===== config.mk =====
export PLATFORM = sky130hd
export DESIGN_NAME = cache_control_flat
export DESIGN_NICKNAME = d
export VERILOG_FILES = /design/src/rtl/cache_control_if.sv /design/src/rtl/cache_control.sv /design/src/flat_wrapper.sv
export SDC_FILE = /design/constraint.sdc
export NUM_CORES = 1
export LEC_CHECK = 0
export BUFFER_PORTS_ARGS = -buffer_cell sky130_fd_sc_hd__buf_4
export CAP_MARGIN = 10
export CORE_MARGIN = 3
export CORE_UTILIZATION = 55
export DETAILED_ROUTE_END_ITERATION = 8
export GPL_TIMING_DRIVEN = 1
export PLACE_DENSITY = 0.82
export SLEW_MARGIN = 30
export SYNTH_ARGS = -nofsm -noshare
export SYNTH_HDL_FRONTEND = slang
export SYNTH_SLANG_ARGS = --single-unit
export TNS_END_PERCENT = 5

===== constraint.sdc =====
create_clock -name clk -period 3.03 [get_ports clk]
set_input_delay 0.4545 -clock clk [delete_from_list [all_inputs] [get_ports clk]]
set_output_delay 0.4545 -clock clk [all_outputs]
set_load 0.01 [all_outputs]

===== src/rtl/cache_control_if.sv =====
// Signal bundle between the cache controller, the CPU port, the cacheline
// adaptor and the tag/valid/dirty/LRU/data arrays of a 2-way cache.
interface cache_control_if #(parameter int cnt_w = 16);
   logic             mem_read;
   logic             mem_write;
   logic [1:0]       hit;
   logic [1:0]       valid;
   logic [1:0]       dirty;
   logic             lru;
   logic             pmem_resp;
   logic             mem_resp;
   logic             pmem_read;
   logic             pmem_write;
   logic [1:0]       load_data;
   logic [1:0]       load_tag;
   logic [1:0]       load_valid;
   logic [1:0]       load_dirty;
   logic             valid_in;
   logic             dirty_in;
   logic             load_lru;
   logic             lru_in;
   logic             way_sel;
   logic             data_in_sel;
   logic             pmem_addr_sel;
   logic [cnt_w-1:0] hit_count;
   logic [cnt_w-1:0] miss_count;

   // Controller side: consumes status, drives strobes and pmem requests.
   modport master (
      input  mem_read, mem_write, hit, valid, dirty, lru, pmem_resp,
      output mem_resp, pmem_read, pmem_write, load_data, load_tag,
             load_valid, load_dirty, valid_in, dirty_in, load_lru, lru_in,
             way_sel, data_in_sel, pmem_addr_sel, hit_count, miss_count
   );

   // Environment side: CPU, datapath arrays and cacheline adaptor.
   modport slave (
      output mem_read, mem_write, hit, valid, dirty, lru, pmem_resp,
      input  mem_resp, pmem_read, pmem_write, load_data, load_tag,
             load_valid, load_dirty, valid_in, dirty_in, load_lru, lru_in,
             way_sel, data_in_sel, pmem_addr_sel, hit_count, miss_count
   );
endinterface


===== src/rtl/cache_control.sv =====
// Control FSM for a 2-way set-associative write-back/write-allocate cache,
// with saturating hit/miss performance counters.
module cache_control #(
   parameter int cnt_w = 16
) (
   input  logic           clk,
   input  logic           rst,
   cache_control_if.master bus
);

   typedef enum logic [1:0] {
      CHECK     = 2'd0,
      WRITEBACK = 2'd1,
      ALLOCATE  = 2'd2
   } state_t;

   state_t           state, state_nxt;
   logic             victim_q, victim_nxt;
   logic [cnt_w-1:0] hit_cnt, miss_cnt;
   logic             hit_inc, miss_inc;
   logic             req, wr, any_hit, hit_way;

   function automatic logic [cnt_w-1:0] sat_inc(input logic [cnt_w-1:0] v);
      return (&v) ? v : v + cnt_w'(1);
   endfunction

   function automatic logic [1:0] way_mask(input logic w);
      return w ? 2'b10 : 2'b01;
   endfunction

   assign req     = bus.mem_read | bus.mem_write;
   assign wr      = bus.mem_write;
   assign any_hit = |bus.hit;
   assign hit_way = ~bus.hit[0];

   always_comb begin
      state_nxt         = state;
      victim_nxt        = victim_q;
      hit_inc           = 1'b0;
      miss_inc          = 1'b0;
      bus.mem_resp      = 1'b0;
      bus.pmem_read     = 1'b0;
      bus.pmem_write    = 1'b0;
      bus.load_data     = 2'b00;
      bus.load_tag      = 2'b00;
      bus.load_valid    = 2'b00;
      bus.load_dirty    = 2'b00;
      bus.valid_in      = 1'b0;
      bus.dirty_in      = 1'b0;
      bus.load_lru      = 1'b0;
      bus.lru_in        = 1'b0;
      bus.way_sel       = 1'b0;
      bus.data_in_sel   = 1'b0;
      bus.pmem_addr_sel = 1'b0;
      case (state)
         CHECK: begin
            if (req && any_hit) begin
               bus.mem_resp = 1'b1;
               bus.way_sel  = hit_way;
               bus.load_lru = 1'b1;
               bus.lru_in   = ~hit_way;
               hit_inc      = 1'b1;
               if (wr) begin
                  bus.load_data  = way_mask(hit_way);
                  bus.load_dirty = way_mask(hit_way);
                  bus.dirty_in   = 1'b1;
               end
            end else if (req) begin
               // Victim is captured here so later LRU updates cannot move it.
               miss_inc    = 1'b1;
               bus.way_sel = bus.lru;
               victim_nxt  = bus.lru;
               state_nxt   = (bus.valid[bus.lru] && bus.dirty[bus.lru]) ?
                             WRITEBACK : ALLOCATE;
            end
         end
         WRITEBACK: begin
            bus.pmem_write    = 1'b1;
            bus.pmem_addr_sel = 1'b1;
            bus.way_sel       = victim_q;
            if (bus.pmem_resp) state_nxt = ALLOCATE;
         end
         ALLOCATE: begin
            bus.pmem_read = 1'b1;
            bus.way_sel   = victim_q;
            if (bus.pmem_resp) begin
               bus.load_data   = way_mask(victim_q);
               bus.load_tag    = way_mask(victim_q);
               bus.load_valid  = way_mask(victim_q);
               bus.load_dirty  = way_mask(victim_q);
               bus.valid_in    = 1'b1;
               bus.data_in_sel = 1'b1;
               state_nxt       = CHECK;
            end
         end
         default: state_nxt = CHECK;
      endcase
   end

   always_ff @(posedge clk) begin
      if (rst) begin
         state    <= CHECK;
         hit_cnt  <= '0;
         miss_cnt <= '0;
      end else begin
         state <= state_nxt;
         if (hit_inc)  hit_cnt  <= sat_inc(hit_cnt);
         if (miss_inc) miss_cnt <= sat_inc(miss_cnt);
      end
   end

   always_ff @(posedge clk) begin
      victim_q <= victim_nxt;
   end

   assign bus.hit_count  = hit_cnt;
   assign bus.miss_count = miss_cnt;

endmodule


===== src/flat_wrapper.sv =====
// flat-port wrapper written by rule: the top's interface ports become plain ports
module cache_control_flat 
#(
   parameter int cnt_w = 16
)
  (clk, rst, bus_mem_read, bus_mem_write, bus_hit, bus_valid, bus_dirty, bus_lru, bus_pmem_resp, bus_mem_resp, bus_pmem_read, bus_pmem_write, bus_load_data, bus_load_tag, bus_load_valid, bus_load_dirty, bus_valid_in, bus_dirty_in, bus_load_lru, bus_lru_in, bus_way_sel, bus_data_in_sel, bus_pmem_addr_sel, bus_hit_count, bus_miss_count);
  cache_control_if #(.cnt_w(cnt_w)) bus_i ();
  input  logic clk;
  input  logic rst;
  input wire logic [$bits(bus_i.mem_read)-1:0] bus_mem_read;
  input wire logic [$bits(bus_i.mem_write)-1:0] bus_mem_write;
  input wire logic [$bits(bus_i.hit)-1:0] bus_hit;
  input wire logic [$bits(bus_i.valid)-1:0] bus_valid;
  input wire logic [$bits(bus_i.dirty)-1:0] bus_dirty;
  input wire logic [$bits(bus_i.lru)-1:0] bus_lru;
  input wire logic [$bits(bus_i.pmem_resp)-1:0] bus_pmem_resp;
  output wire logic [$bits(bus_i.mem_resp)-1:0] bus_mem_resp;
  output wire logic [$bits(bus_i.pmem_read)-1:0] bus_pmem_read;
  output wire logic [$bits(bus_i.pmem_write)-1:0] bus_pmem_write;
  output wire logic [$bits(bus_i.load_data)-1:0] bus_load_data;
  output wire logic [$bits(bus_i.load_tag)-1:0] bus_load_tag;
  output wire logic [$bits(bus_i.load_valid)-1:0] bus_load_valid;
  output wire logic [$bits(bus_i.load_dirty)-1:0] bus_load_dirty;
  output wire logic [$bits(bus_i.valid_in)-1:0] bus_valid_in;
  output wire logic [$bits(bus_i.dirty_in)-1:0] bus_dirty_in;
  output wire logic [$bits(bus_i.load_lru)-1:0] bus_load_lru;
  output wire logic [$bits(bus_i.lru_in)-1:0] bus_lru_in;
  output wire logic [$bits(bus_i.way_sel)-1:0] bus_way_sel;
  output wire logic [$bits(bus_i.data_in_sel)-1:0] bus_data_in_sel;
  output wire logic [$bits(bus_i.pmem_addr_sel)-1:0] bus_pmem_addr_sel;
  output wire logic [$bits(bus_i.hit_count)-1:0] bus_hit_count;
  output wire logic [$bits(bus_i.miss_count)-1:0] bus_miss_count;
  assign bus_i.mem_read = bus_mem_read;
  assign bus_i.mem_write = bus_mem_write;
  assign bus_i.hit = bus_hit;
  assign bus_i.valid = bus_valid;
  assign bus_i.dirty = bus_dirty;
  assign bus_i.lru = bus_lru;
  assign bus_i.pmem_resp = bus_pmem_resp;
  assign bus_mem_resp = bus_i.mem_resp;
  assign bus_pmem_read = bus_i.pmem_read;
  assign bus_pmem_write = bus_i.pmem_write;
  assign bus_load_data = bus_i.load_data;
  assign bus_load_tag = bus_i.load_tag;
  assign bus_load_valid = bus_i.load_valid;
  assign bus_load_dirty = bus_i.load_dirty;
  assign bus_valid_in = bus_i.valid_in;
  assign bus_dirty_in = bus_i.dirty_in;
  assign bus_load_lru = bus_i.load_lru;
  assign bus_lru_in = bus_i.lru_in;
  assign bus_way_sel = bus_i.way_sel;
  assign bus_data_in_sel = bus_i.data_in_sel;
  assign bus_pmem_addr_sel = bus_i.pmem_addr_sel;
  assign bus_hit_count = bus_i.hit_count;
  assign bus_miss_count = bus_i.miss_count;
  cache_control #(.cnt_w(cnt_w)) u_core (.clk(clk), .rst(rst), .bus(bus_i));
endmodule

**After elaboration in Yosys (flattened, before gate mapping)**

Index checks and enable logic that the tools add are counted.

- Add/subtract/negate cells: 2
- Magnitude comparators: 1
- Equality and inequality tests: 6
- Mux-type cells: 34
- Bitwise gates (word level): 5
- Reduce and logical (&&, ||, !) cells: 11

Operators with widths:

| operator | number |
|---|---|
| 16-bit by 1-bit adder with 16-bit output (second input constant) | 2 |
| 16-bit AND reduction | 2 |
| 2-bit 2-to-1 mux | 11 |
| 1-bit 2-to-1 mux | 20 |
| 2-bit inequality test (second input constant) | 3 |
| 2-bit one-hot mux with 3 select lines | 1 |
| 1-bit inverter | 4 |
| 2-bit one-hot mux with 2 select lines | 1 |
| 2-bit AND reduction | 2 |
| 4-bit AND reduction | 1 |
| 2-bit OR reduction | 2 |
| 3-bit AND reduction | 1 |
| 2-bit by 1-bit == test with 1-bit output (second input constant) | 1 |
| 2-bit == test (second input constant) | 1 |
| 1-bit logical AND | 2 |
| 2-bit logical NOT | 1 |
| 1-bit by 2-bit less-than comparator with 1-bit output (second input constant) | 1 |
| 2-bit by 1-bit inequality test with 1-bit output (second input constant) | 1 |
| 1-bit one-hot mux with 2 select lines | 1 |
| 1-bit OR | 1 |

- Bits in registers: 35
- Input port bits: 12

**Logic depth before layout (Yosys ltp)**

Gate-level depths: netlist (run 1).

- Depth in word-level cells: 7
- Depth in mapped cells: 9
- Mapped depth without buffers: 8

**Least setup slack after synthesis (run 1)**

OpenSTA, ideal clock, no wires.

- Path kind: reg2reg
- From: reg u_core.state[0]
- To: reg u_core.miss_cnt[14] (netlist: u_core.bus.miss_count[14])
- Setup time: 0.123 ns
- Arrival: 1.937 ns
- Data required time: 2.907 ns
- Setup slack: 0.970 ns
- Cell stages (with the launch flop): 8
- Buffers on the path: 1
- Cells stage by stage: dfxtp_1 -> inv_1 -> ha_1 -> o21ai_2 -> or3_1 -> clkbuf_1 -> or4b_1 -> mux2_1

- Longest elaborated chain between the ends: 3

RTL lines:

| item | RTL line | source |
|---|---|---|
| start, declared | cache_control.sv:17 | `state_t state, state_nxt;` |
| start signal, assigned | cache_control.sv:106 | `state <= state_nxt;` |
| 2-bit logical NOT | cache_control.sv:55 | `case (state)` |
| 1-bit 2-to-1 mux | cache_control.sv:55 |  |
| 2-bit AND reduction (no source line) | n/a |  |
| end signal, assigned | cache_control.sv:108 | `if (miss_inc) miss_cnt <= sat_inc(miss_cnt);` |
| end, declared | cache_control.sv:19 | `logic [cnt_w-1:0] hit_cnt, miss_cnt;` |

No other way between the ends.
A chain may end at the register's enable or synchronous reset.

**Worst setup path after layout (run 1)**

Ends and elaborated chain as after synthesis.

==> flow_summary.ini, run 1 <==
[yosys]
async_flop_share_pct = 0
synth_area_leader_cell = dfxtp_1
synth_flop_cell = dfxtp_1
syn_inst = 245
synth_area_leaders = dfxtp_1, a21oi_1, o31ai_1
yosysSeqAreaShare_pct = 35.2
ys_types = 38
netlist_area_sq_um = 2020
synth.most_common_cell = dfxtp_1
synth_fp_nets = 263
ys_ff_latch = 35
synth_common_cells = dfxtp_1, a21oi_1, nor2_1
synthDominantCellAreaShare_pct = 33.7
synth.avg_cell_area_sq_um = 8.24
ys_warn_count = 0
synth_edf_count = 1

[timing]
skew_ns = 0.00607
finalCritPeriodShare_pct = 81.0
finalHoldViolCount = 0
relSlewSlack_pct = 53.7
tns_ns = 0
grt_setup_unrepaired = no
tightestPinTransition_ns = 0.695
period_needed_ns = 2.45
fmax_mhz = 408
setup_viol = 0
drv_slew = 0

[critical_path]
critPathKind = register to register
end_kind = register
crit_path_max_fanout = 24
reg2reg_slack_ns = 0.58
slowest_delay_ns = 0.62
worst_ep_arrival_time_ns = 2.63
worst-r2r-cell-count = 6
path_cells = inv_1, ha_1, o21ai_2, or3_1, or4b_1, mux2_1
critPathSlowestCell = or3_1
crit_required_ns = 3.21
r2r-start = u_core.state[0]
startpoint_type = register
r2r-end = u_core.bus.miss_count[14]

[status]
outcome = finished, final reports clean

[die]
coreArea_sq_um = 3440
die_w_microns = 66.6
die-area_sq_um = 4430
placementRows = 21
die_h_microns = 66.6
io_pins = 62
start_util_pct = 58.6

[clock_tree]
cts_hold_buf = 0
clk_latency_ns = 0.29
cts_tree = yes
post_cts_buffers = 0
cts_resized = 0
cts_max_path_buffers = 2
clkSinkCount = 35
cts-root-buf = clkbuf_8
htree_levels = 2
path_clk_slew_ns = 0.07
cts_buffers = 5

[placement]
portBuffers = 61
gp_congestion = 0.816
dp_cells = 336
hpwl_microns = 3500

[cells_and_area]
multi_input_area_sq_um = 1180
area_growth_pct = 25.7
nets = 315
drive_gt1_share_pct = 28.2
seq_area_sq_um = 711
fillers = 299
final_cells = 344
antenna_cells = 0

[hold_path]
min_path_cells = 1
hold_end = u_core.victim_q
min_from = bus_lru
hp-class = primary input to register

[power]
ir_drop_mv = 0.263
internal-power_mw = 0.703
p_seq_share_pct = 50.2
clkPwrFrac_pct = 33.8
power.leakage_nw = 1.00
switching_share_pct = 26.6
p_comb_share_pct = 16.0
power_density_nw_per_um2 = 378
switchingPower_mw = 0.255
total_power_mw = 0.958

[global_route]
overflow = 0
grt_first_pass_wirelength_microns = 7980
grt_usage_pct = 23.0
antenna_found_initial = 0
grt_pass1_vias = 1781
grt_max_degree = 43

[routing]
viasPerCell = 5.99
drc = 0
wl_microns = 4870
drt_pass1_iterations = 4
drt_iter0_drc = 143
ant_nets = 0
vias = 2059
wire_per_inst_microns = 14.1

[flow_run]
cap_violations = 0
[power by group through the flow]
stage / logic (mW) / clock network (mW) / registers [mW]
global placement: 0.152 / 0 / 0.491
global route: 0.168 / 0.350 / 0.482
floorplan: 0.0932 / 0 / 0.492
detailed placement: 0.154 / 0 / 0.492
CTS: 0.154 / 0.335 / 0.481
finish: 0.153 / 0.324 / 0.482
[how the worst max path moves through the flow]
stage	from	to	slack, ns	cells after the start
floorplan	u_core.state[0]	u_core.bus.miss_count[14]	0.97	7
global placement	u_core.state[0]	u_core.bus.miss_count[14]	0.65	6
detailed placement	u_core.state[0]	u_core.bus.miss_count[14]	0.59	6
CTS	u_core.state[0]	u_core.bus.miss_count[14]	0.57	6
global route	u_core.state[1]	u_core.bus.hit_count[9]	0.39	8
finish	u_core.state[0]	u_core.bus.miss_count[14]	0.58	6
[cells by family (layout without fill, tap and decap cells)]
logic type                 after synthesis  after routing  share of synthesized area [%]
adders and majority gates                6              6                           3.72
buffers and inverters                   27             80                           6.51
DFF                                     35             35                           35.2
AOI/OAI and AO/OA                       60             60                           18.2
muxes                                    8              8                           4.46
and+or+nand+nor                        109            109                           31.9
[flip-flops by register name, summed over array words and instances (netlist names)]
| register | count |
|---|---|
| u_core.victim_q | 1 |
| u_core.state | 2 |
| u_core.bus.miss_count | 16 |
| u_core.bus.hit_count | 16 |
[area by class of cell]
cell class	count	area share, %
Multi-Input combinational cell	183	46.4
Sequential cell	35	28.0
Timing Repair Buffer	64	18.9
Clock buffer	7	3.01
Tap cell	46	2.27
Inverter	8	1.18
Clock inverter	1	0.197
[placed cells by master (no fill, tap or decap), types with 9 or more instances in the layout]
master / n
buf_4: 64
dfxtp_1: 34
a21oi_1: 26
nor2_1: 19
o31ai_1: 15
or4_1: 14
nand4_1: 13
nand3_1: 11
o21ai_0: 10
nand2_1: 9
[stage by stage]
stage	instance area (sq um)	worst slack (ns)	hold WS, ns	util [%]
floorplan	2020	0.970	0.483	-
global placement	2450	0.645	0.485	71.3
detailed placement	2450	0.591	0.509	71.3
CTS	2540	0.573	0.368	73.7
global route	2540	0.390	0.371	73.7
finish	2540	0.576	0.377	73.7
[worst max-delay path, delay by kind of cell (launching register included)]
kind | cells | cell delay [ns]
AOI/OAI and AO/OA | 1 | 0.10
muxes | 1 | 0.32
buffers and inverters | 1 | 0.09
DFF | 1 | 0.34
and+or+nand+nor | 2 | 1.24
adders and majority gates | 1 | 0.25
[per-layer routing]
metal  up-vias  wire (microns)  track usage [%]
li1       1032               -                -
met1       953            2220             29.6
met2        67            2220             36.8
met3         7             363             5.73
met4         0              66             8.88
met5         -               0                0
Power figures use the tool's default switching activity.
==> run 2: changes to the inputs <==
--- a/config.mk
+++ b/config.mk
@@ -5,13 +5,14 @@
 export SDC_FILE = /design/constraint.sdc
 export NUM_CORES = 1
 export LEC_CHECK = 0
+export ABC_AREA = 1
 export BUFFER_PORTS_ARGS = -buffer_cell sky130_fd_sc_hd__buf_4
 export CAP_MARGIN = 10
 export CORE_MARGIN = 3
-export CORE_UTILIZATION = 55
+export CORE_UTILIZATION = 52
 export DETAILED_ROUTE_END_ITERATION = 8
 export GPL_TIMING_DRIVEN = 1
-export PLACE_DENSITY = 0.82
+export PLACE_DENSITY = 0.76
 export SLEW_MARGIN = 30
 export SYNTH_ARGS = -nofsm -noshare
 export SYNTH_HDL_FRONTEND = slang
==> constraint.sdc (replaced) <==
create_clock -name clk -period 2.5 [get_ports clk]
set_input_delay 0.375 -clock clk [delete_from_list [all_inputs] [get_ports clk]]
set_output_delay 0.375 -clock clk [all_outputs]
set_load 0.01 [all_outputs]
==> flow_summary.ini, run 2 <==
[status]
outcome = finished, final reports clean

[global_route]
grt_pass1_vias = 2109
overflow = 0
antenna_found_initial = 0
grt_first_pass_wirelength_microns = 9270
grt_max_degree = 22
grt_usage_pct = 22.1

[routing]
wl_microns = 5430
drc = 0
drt_iter0_drc = 153
viasPerCell = 5.08
wire_per_inst_microns = 11.7
drt_pass1_iterations = 4
ant_nets = 0
vias = 2356

[clock_tree]
htree_levels = 2
clk_latency_ns = 0.28
cts_max_path_buffers = 2
cts_resized = 0
clkSinkCount = 35
cts_tree = yes
post_cts_buffers = 0
path_clk_slew_ns = 0.07
cts-root-buf = clkbuf_8
cts_buffers = 5
cts_hold_buf = 0

[critical_path]
critPathSlowestCell = dfxtp_1
worst_ep_arrival_time_ns = 1.68
path_cells = inv_1, ha_1, nand2_2, nor2_1, nand2_1, o21ai_0, buf_4
crit_path_max_fanout = 7
critPathKind = register to output pin
crit_family = simple AND/OR/NAND/NOR gates
startpoint_type = register
end_kind = output pin
crit_start = u_core.state[0]
r2r-start = u_core.state[0]
critical_path_buf_inv_count = 2
slowest_delay_ns = 0.33
crit_required_ns = 2.12

[die]
die_w_microns = 71.7
io_pins = 62
coreArea_sq_um = 4090
placementRows = 23
start_util_pct = 54.9
die-area_sq_um = 5140
die_h_microns = 71.7

[power]
ir_drop_mv = 0.394
power_density_nw_per_um2 = 567
p_comb_share_pct = 33.9
switching_share_pct = 34.8
internal-power_mw = 1.02
clkPwrFrac_pct = 25.1
power.leakage_nw = 1.24
switchingPower_mw = 0.547
p_seq_share_pct = 41.0

[cells_and_area]
antenna_cells = 0
final_cell_mix = nand2_1, nor2_1, buf_4
final_cells = 464
nets = 431
area_growth_pct = 23.5
final_common_cell = nand2_1
drive_gt1_share_pct = 22.0
fillers = 407

[hold_path]
hp-class = primary input to register
min_from = bus_lru

[yosys]
synth_edf_count = 1
synth_area_leader_cell = dfxtp_1
ys_types = 28
synth_fp_nets = 374
synth.most_common_cell = nand2_1
synthDominantCellAreaShare_pct = 30.4
netlist_area_sq_um = 2240
ys_ff_latch = 35
synth_common_cells = nand2_1, nor2_1, inv_1
synth_flop_cell = dfxtp_1
synth_area_leaders = dfxtp_1, nand2_1, nor2_1
async_flop_share_pct = 0
syn_inst = 356
synth.avg_cell_area_sq_um = 6.30
ys_warn_count = 0
yosysSeqAreaShare_pct = 31.7

[placement]
dp_slack_ns = 0.735
dp_cells = 456
hpwl_microns = 4170
gp_congestion = 0.862
portBuffers = 61

[timing]
setup_viol = 0
grt_setup_unrepaired = no
period_needed_ns = 2.06
skew_ns = 0.00553
finalHoldViolCount = 0
finalCritPeriodShare_pct = 82.4
drv_slew = 0
fin_ws_ns = 0.441
relSlewSlack_pct = 58.2
fmax_mhz = 486
tns_ns = 0
tightestPinTransition_ns = 0.626

[flow_run]
cap_violations = 0
run 2: changes by cell type after synthesis, sizes merged, moves of 14 or more:
cell	previous run	this run
nand2	9	98
nor2	19	77
inv	8	39
nand3	11	29
o31ai	15	0
or4	14	0
run 2: per-layer routing:
metal / vias to the layer above / GRT usage, % / part of all wire [%]
met5: - / 0 / 0
met4: 0 / 5.43 / 0.59
met1: 1032 / 30.8 / 47
met3: 4 / 4.91 / 7.1
met2: 78 / 34.7 / 45
li1: 1242 / - / -
run 2: kinds of logic after synthesis:
group           Yosys count  share of synthesized area (%)
simple gates            218                           42.9
fa+ha+maj                 6                           3.35
compound gates           39                           9.15
flops                    35                           31.7
buf+inv                  51                           10.2
xor+xnor                  7                           2.73
run 2: metrics by stage:
stage	util [%]	hold slack [ns]	cell area [sq um]	power, mW
2_1_floorplan	-	0.444	2240	1.01
3_3_place_gp	65.8	0.508	2690	1.18
3_5_place_dp	65.8	0.520	2690	1.19
4_1_cts	67.8	0.295	2770	1.59
5_1_grt	67.8	0.296	2770	1.67
6_report	67.8	0.302	2770	1.57
run 2: path summary, 6_finish.rpt:
check                             endpoint  slack [ns]  depth (start not counted)
hold / removal             u_core.victim_q        0.30                          1
setup / recovery         bus_load_dirty[1]        0.44                          7
hold reg to reg   u_core.bus.miss_count[6]        0.53                          2
setup reg to reg  u_core.bus.miss_count[1]        0.72                          7
run 2: final cells by class:
class                           instances  area [sq um]  share of cell area (%)
Clock inverter                          1          5.00                   0.181
Timing Repair Buffer                   62           465                    16.8
Multi-Input combinational cell        270          1300                    47.1
Clock buffer                            7          76.3                    2.76
Inverter                               39           146                    5.28
Tap cell                               50          62.6                    2.26
Sequential cell                        35           711                    25.7
run 2: worst reg2reg max path, delay by kind of cell (launching register included):
family	cells	cell delay, ns
flops	1	0.33
simple gates	4	0.79
buf+inv	2	0.26
fa+ha+maj	1	0.31
run 2: power by group through the flow:
| stage | logic, mW | clock network (mW) | registers, mW |
|---|---|---|---|
| 2_1_floorplan | 0.348 | 0 | 0.657 |
| 3_3_place_gp | 0.530 | 0 | 0.652 |
| 3_5_place_dp | 0.536 | 0 | 0.655 |
| 4_1_cts | 0.537 | 0.406 | 0.642 |
| 5_1_grt | 0.592 | 0.434 | 0.649 |
| 6_report | 0.533 | 0.394 | 0.643 |
==> run 3: changes to the inputs <==
--- a/config.mk
+++ b/config.mk
@@ -9,10 +9,10 @@
 export BUFFER_PORTS_ARGS = -buffer_cell sky130_fd_sc_hd__buf_4
 export CAP_MARGIN = 10
 export CORE_MARGIN = 3
-export CORE_UTILIZATION = 52
+export CORE_UTILIZATION = 47
 export DETAILED_ROUTE_END_ITERATION = 8
 export GPL_TIMING_DRIVEN = 1
-export PLACE_DENSITY = 0.76
+export PLACE_DENSITY = 0.73
 export SLEW_MARGIN = 30
 export SYNTH_ARGS = -nofsm -noshare
 export SYNTH_HDL_FRONTEND = slang
==> constraint.sdc (replaced) <==
create_clock -name clk -period 1.65 [get_ports clk]
set_input_delay 0.2475 -clock clk [delete_from_list [all_inputs] [get_ports clk]]
set_output_delay 0.2475 -clock clk [all_outputs]
set_load 0.01 [all_outputs]
==> flow_summary.ini, run 3 (same netlist as run 2, synthesis figures left out) <==
[status]
outcome = finished, final reports clean

[timing]
fmax_mhz = 608
finalCritPeriodShare_pct = 99.8
hold_ws_ns = 0.182
relSlewSlack_pct = 77.7
drv_slew = 0
tightestPinTransition_ns = 0.333
setup_viol = 0
grt_setup_unrepaired = yes
finalHoldViolCount = 0
period_needed_ns = 1.65
skew_ns = 0.00802

[cells_and_area]
final_cells = 484
final_util_pct = 66.9
final_common_cell = nand2_1
area_growth_pct = 33.5
drive_gt1_share_pct = 28.7
antenna_cells = 0
nets = 449
post-route-cell-area_sq_um = 2990
fillers = 406
seq_area_sq_um = 713
final_cell_mix = nand2_1, buf_4, nor2_1
multi_input_area_sq_um = 1360

[global_route]
antenna_found_initial = 0
grt_max_degree = 17
grt_pass1_vias = 2241
grt_first_pass_wirelength_microns = 9940
grt_usage_pct = 22.7
overflow = 0

[clock_tree]
cts_max_path_buffers = 2
htree_levels = 2
clk_latency_ns = 0.29
cts_tree = yes
cts_buffers = 5
path_clk_slew_ns = 0.07
cts-root-buf = clkbuf_8
clkSinkCount = 35

[power]
power.leakage_nw = 1.36
total_power_mw = 2.67
ir_drop_mv = 0.613
power_density_nw_per_um2 = 893

[die]
coreArea_sq_um = 4470
start_util_pct = 50.1
die_h_microns = 75.1
placementRows = 24
die-area_sq_um = 5640
die_w_microns = 75.1
io_pins = 62

[placement]
dp_cells = 475
hpwl_microns = 4530
gp_congestion = 0.861
placed_area_sq_um = 2820
portBuffers = 61

[critical_path]
end_kind = output pin
reg2reg_slack_ns = 0.15
crit_required_ns = 1.40
startpoint_type = register
crit_path_max_fanout = 4
worst_ep_arrival_time_ns = 1.40
critPathKind = register to output pin

[routing]
drt_iter0_drc = 151
viasPerCell = 5.17
vias = 2503
wire_per_inst_microns = 12.4
drc = 0
ant_nets = 0
wl_microns = 6010
drt_pass1_iterations = 5

[hold_path]
hp-class = primary input to register

[flow_run]
cap_violations = 0
[run 3: final timing paths]
check / from / end / cells after the start
max reg2reg: u_core.bus.miss_count[0] / u_core.bus.miss_count[5] / 9
min: bus_lru / u_core.victim_q / 1
max: u_core.state[0] / bus_load_data[0] / 6
min reg2reg: u_core.bus.hit_count[6] / u_core.bus.hit_count[6] / 2
[run 3: critical path, stage by stage, from the launching register on]
cell and delay (ns):
dfxtp_2 0.35, inv_2 0.06, ha_2 0.22, nand2_4 0.08
nor2_2 0.05, a31o_2 0.22, buf_4 0.14
[run 3: report_power, final]
part	switching, mW	internal [mW]	total (mW)	leakage (nW)
combinational	0.542	0.470	1.01	1.02
sequential	0.0554	0.909	0.965	0.286
clock	0.316	0.381	0.697	0.0515
[run 3: metrics by stage]
step / setup WS [ns] / TNS [ns]
6_report: 0.00406 / 0
5_1_grt: -0.0719 / -0.229
4_1_cts: -0.0138 / -0.0263
3_5_place_dp: 0.0785 / 0
3_3_place_gp: 0.155 / 0
2_1_floorplan: 0.0326 / 0
[run 3: area by class of cell]
cell class | instances | share of cell area [%]
well taps | 52 | 2.17
flip-flops and latches | 35 | 23.8
repair buffers | 80 | 20.2
clock buffers | 8 | 3.34
multi-input cells | 270 | 45.6
inverters | 39 | 4.89
[run 3: what timing repair did]
action                                  4_1_cts  5_1_grt
setup buffers                                 0        1
gates cloned                                  0        0
gates resized for setup                      11        9
pin swaps                                     0        2
hold buffers                                  0        0
endpoints found under the setup margin        8       17
[run 3: per-layer routing]
layer / vias to the layer above / track usage (%) / part of all wire [%]
met2: 92 / 36.7 / 46
met1: 1129 / 30.2 / 45
met4: 0 / 6.92 / 0.90
li1: 1275 / - / -
met5: - / 0 / 0
met3: 7 / 4.94 / 7.4
